==> src/rtl/toast_regfile.sv <==
// 32x32 register file with write-through bypass and a per-register
// pending-write scoreboard driving the ID stall signal.
module toast_regfile #(
  parameter int unsigned CNT_W = 2
) (
  input  logic        clk_i,
  input  logic        rst_i,
  input  logic [4:0]  ID_rs1_addr_i,
  input  logic [4:0]  ID_rs2_addr_i,
  output logic [31:0] ID_rs1_data_o,
  output logic [31:0] ID_rs2_data_o,
  input  logic [4:0]  WB_rd_addr_i,
  input  logic [31:0] WB_rd_wr_data_i,
  input  logic        WB_rd_wr_en_i,
  input  logic        ID_issue_i,
  input  logic [4:0]  ID_issue_rd_addr_i,
  input  logic        EX_kill_i,
  input  logic [4:0]  EX_kill_rd_addr_i,
  output logic        ID_hazard_o,
  output logic        sb_overflow_o
);

  localparam int unsigned SUM_W = CNT_W + 2;

  logic [31:0]      regs_q [32];
  logic [31:0]      regs_d [32];
  logic [CNT_W-1:0] pend_q [32];
  logic [CNT_W-1:0] pend_d [32];
  logic             ovf_q, ovf_d;

  logic             inc;
  logic [1:0]       dec;
  logic [SUM_W-1:0] sum;
  logic             wbret1, wbret2;
  logic             busy1, busy2;

  always_comb begin
    regs_d = regs_q;
    if (WB_rd_wr_en_i && (WB_rd_addr_i != 5'd0)) begin
      regs_d[WB_rd_addr_i] = WB_rd_wr_data_i;
    end
  end

  // Saturated issue with no retire holds the count and raises the sticky flag;
  // otherwise net the events in a wider sum and clamp at zero.
  always_comb begin
    pend_d = pend_q;
    ovf_d  = ovf_q;
    inc    = 1'b0;
    dec    = 2'd0;
    sum    = '0;
    for (int unsigned r = 1; r < 32; r++) begin
      inc = ID_issue_i && (ID_issue_rd_addr_i == r[4:0]);
      dec = 2'(WB_rd_wr_en_i && (WB_rd_addr_i == r[4:0]))
          + 2'(EX_kill_i && (EX_kill_rd_addr_i == r[4:0]));
      if (inc && (pend_q[r[4:0]] == '1) && (dec == 2'd0)) begin
        ovf_d = 1'b1;
      end else begin
        sum = SUM_W'(pend_q[r[4:0]]) + SUM_W'(inc);
        pend_d[r[4:0]] = (sum < SUM_W'(dec)) ? '0 : CNT_W'(sum - SUM_W'(dec));
      end
    end
  end

  always_comb begin
    wbret1 = WB_rd_wr_en_i && (WB_rd_addr_i == ID_rs1_addr_i);
    wbret2 = WB_rd_wr_en_i && (WB_rd_addr_i == ID_rs2_addr_i);

    if (ID_rs1_addr_i == 5'd0)  ID_rs1_data_o = '0;
    else if (wbret1)            ID_rs1_data_o = WB_rd_wr_data_i;
    else                        ID_rs1_data_o = regs_q[ID_rs1_addr_i];

    if (ID_rs2_addr_i == 5'd0)  ID_rs2_data_o = '0;
    else if (wbret2)            ID_rs2_data_o = WB_rd_wr_data_i;
    else                        ID_rs2_data_o = regs_q[ID_rs2_addr_i];

    busy1 = (ID_rs1_addr_i != 5'd0) && (pend_q[ID_rs1_addr_i] > CNT_W'(wbret1));
    busy2 = (ID_rs2_addr_i != 5'd0) && (pend_q[ID_rs2_addr_i] > CNT_W'(wbret2));
    ID_hazard_o = busy1 || busy2;
  end

  assign sb_overflow_o = ovf_q;

  always_ff @(posedge clk_i) begin
    if (rst_i) begin
      regs_q <= '{default: '0};
      pend_q <= '{default: '0};
      ovf_q  <= 1'b0;
    end else begin
      regs_q <= regs_d;
      pend_q <= pend_d;
      ovf_q  <= ovf_d;
    end
  end

endmodule

==> config.mk <==
export PLATFORM = sky130hd
export DESIGN_NAME = toast_regfile
export DESIGN_NICKNAME = d
export VERILOG_FILES = /design/src/rtl/toast_regfile.sv
export SDC_FILE = /design/constraint.sdc
export NUM_CORES = 2
export LEC_CHECK = 0
export BUFFER_PORTS_ARGS = -buffer_cell sky130_fd_sc_hd__buf_2
export CAP_MARGIN = 5
export CORE_UTILIZATION = 35
export CTS_CLUSTER_DIAMETER = 80
export DETAILED_ROUTE_END_ITERATION = 10
export GPL_ROUTABILITY_DRIVEN = 0
export HOLD_SLACK_MARGIN = 0.12
export SYNTH_ARGS = -nofsm -noshare
export SYNTH_HDL_FRONTEND = slang
export SYNTH_SLANG_ARGS = --single-unit
==> constraint.sdc <==
create_clock -name clk_i -period 9.3 [get_ports clk_i]
set_input_delay 1.395 -clock clk_i [delete_from_list [all_inputs] [get_ports clk_i]]
set_output_delay 1.395 -clock clk_i [all_outputs]
set_load 0.01 [all_outputs]
==> run metrics <==
final WL=~240 mm; Seq/Total Area, Yosys=approximately 36%; wire per inst=27.6 um; core area=169000 um2; Mapped Area=59700 um2; DRT Pass-1 Iters=6; Die Y-Extent=between 400 and 500 um; largest net degree at the start of global routing=234; worst reg2reg setup slack=7.45 ns; PortBufs=between 100 and 150; #FFs+latches synth=1087; Critical Path Max Stage Delay=0.86 ns; Final Setup Violations=0; DIE WIDTH=415 um; Detail Route Antenna Nets=0; Rel. slew slack=2.39%; Cell Pwr Density=162 nW/um2; Synth top cells by count=2129 x nand2_1, 1087 x dfxtp_1, 1077 x a21oi_1; clock root buffer=clkbuf_16; initial DRC count=6705; Final period util=72.2%; I/O Pins=between 100 and 150; Area growth syn-to-layout=9.54%; Reg-to-Reg End=sb_overflow_o$_SDFFE_PP0P_; YS warnings=0; Layout Skew=0.0227 ns; count leader, synth=nand2_1; capture point of the worst path=ID_rs1_data_o[0]; Setup crit start=ID_rs1_addr_i[0]; worst-margin pin slew=1.46 ns; vias in the first global route=between 50000 and 60000; CTS Buffer Depth=3; P_leak=about 0.022 uW; first-pass GRT wire length=347 mm; worst min path class=reg2reg; Min Clock Period, post-route=6.71 ns; crit-path max FO=63; non-filler instance count after layout=8700; Worst R2R Path Depth=5; Synth Flop Type=dfxtp_1; CP Class=in2out; distinct cell type count after synthesis=59; placed inst area=61400 um2; Peak VDD IR=0.134 mV; syn avg cell area=8.93 um2; DP Cell Count=8477; crit-path cells=buf_8, buf_4, nor3_1, nand2_2, nand4_1, o2bb2ai_1, buf_2; startpoint types=input port; max cap viols=0; Slew Viols, Final=0; RSZ-0062 raised after global routing=false; Final Power=between 10000 and 15000 uW; Post-Synthesis Cells=6694; Crit. End Element=primary output; Max Clk Rate=~150 MHz; HPWL Detailed=135 mm; top cell type's share of synthesized area=36.4%; count of final hold-check violations=0; initial antenna violation count=26; Total GRT Usage=27.1%; CTS Hold Bufs=0; WP data arrival=roughly 5.3 ns; top post-synthesis cells by area=dfxtp_1 36%, mux4_2 20%, nand2_1 13%; # H-tree levels=3; Initial Utilization=35.3%; grt ovf=0; fraction of layout cells with a size suffix above 1=17.1%; Resized cells post-CTS=0; die area=172000 um2; final setup TNS=0 ns; final instance area=between 60000 and 70000 um2; Setup Buffers After CTS=0; CP max stage cell=nand2_2; syn nets=6944; Via Count=52800; hold_sp=regs_q[422]$_SDFFE_PP0P_; CTS Sinks=1087; Nets=between 6000 and 7000; reg2reg start=pend_q[23]$_SDFFE_PP0N_; Required @ worst endpoint=7.91 ns; Residual DRC=0; EDFF count, synth=0; Core Rows=151; clock slew at reported path FFs=around 0.060 ns; status=finished clean; post-DR vias/cell=6.07; ys async rst share=0%; CTS tree=built; area leader, netlist=dfxtp_1; clock insertion delay at the later pin of the skew report=approximately 0.74 ns; CTS Buf Count=111
## kinds of logic (layout without fill, tap and decap cells)
logic type / after synthesis / after routing / synth area share [%]
other: 0 / 15 / 0
adders and majority gates: 188 / 188 / 4.33
AOI/OAI and AO/OA: 1373 / 1373 / 12.8
xor gates and xnor gates: 41 / 41 / 0.601
and+or+nand+nor: 2491 / 2491 / 16.8
buffers and inverters: 798 / 571 / 5.57
DFF: 1087 / 1087 / 36.4
muxes: 716 / 716 / 23.5
## cell type report
cell class                      instances  area, um2
Fill cell                           16500     104000
Multi-Input combinational cell       4809      34800
Sequential cell                      1087      21800
Clock buffer                          158       3300
Tap cell                             2218       2780
Timing Repair Buffer                  236       1640
Clock inverter                         50        688
Inverter                              127        479
Antenna cell                           15       37.5
## worst min path at each step
| stage | cells past startpoint | slack (ns) | endpoint |
|---|---|---|---|
| floorplan | 1 | 0.43 | regs_q[1000]$_SDFFE_PP0P_ |
| finish | 2 | 0.47 | regs_q[422]$_SDFFE_PP0P_ |
| CTS | 2 | 0.47 | regs_q[422]$_SDFFE_PP0P_ |
| global placement | 2 | 0.45 | regs_q[791]$_SDFFE_PP0P_ |
| detailed placement | 2 | 0.46 | regs_q[411]$_SDFFE_PP0P_ |
| global route | 2 | 0.48 | regs_q[357]$_SDFFE_PP0P_ |
## stage by stage
step / setup slack (ns) / utilization (%) / hold WS [ns]
final: 2.59 / 38.6 / 0.465
after global routing: 2.43 / 38.6 / 0.478
after CTS: 2.73 / 38.6 / 0.466
after detailed placement: 2.74 / 36.2 / 0.457
after global placement: 2.74 / 36.2 / 0.449
after floorplan: 4.15 / - / 0.433
## cells in the final DEF, fill, tap and decap left out, drive strengths merged, types with 26 or more instances in the layout
cell type  count
xnor2         41
and2          41
a211o         32
dfxtp       1087
or3           26
nand3         28
inv          130
o22ai         39
mux4         543
mux2          50
a211oi       114
nand2       2129
nand4         40
mux2i        123
ha           157
nor2          90
fa            31
nor2b         63
o22a          28
a21oi       1078
clkbuf       158
buf          236
## registers in the layout, indices dropped and copies added (netlist names)
| name | flops |
|---|---|
| pend_q | 62 |
| sb_overflow_o | 1 |
| regs_q | 1024 |
## where the power goes
| group | internal [uW] | switching (uW) |
|---|---|---|
| Combinational | 276 | 666 |
| Clock | 2860 | 2070 |
| Sequential | 4690 | 30.3 |
| Total | 7830 | 2770 |
## per-layer routing
metal  wire length (um)  share of wire [%]  vias up  GRT usage, %
met5                 26              0.011        -             0
met4              18900                7.9        4          19.6
met3              27300                 11      877          6.17
met2             109000                 45     3385          42.3
met1              85100                 35    25900          32.8
li1                   -                  -    22700             -
## critical path, delay by kind of cell
| family | cells | cell delay, ns |
|---|---|---|
| AO/OA/AOI/OAI | 1 | 0.84 |
| buffers and inverters | 3 | 1.63 |
| AND/OR/NAND/NOR | 3 | 1.32 |
No activity file was read; power rests on OpenSTA's default activity.
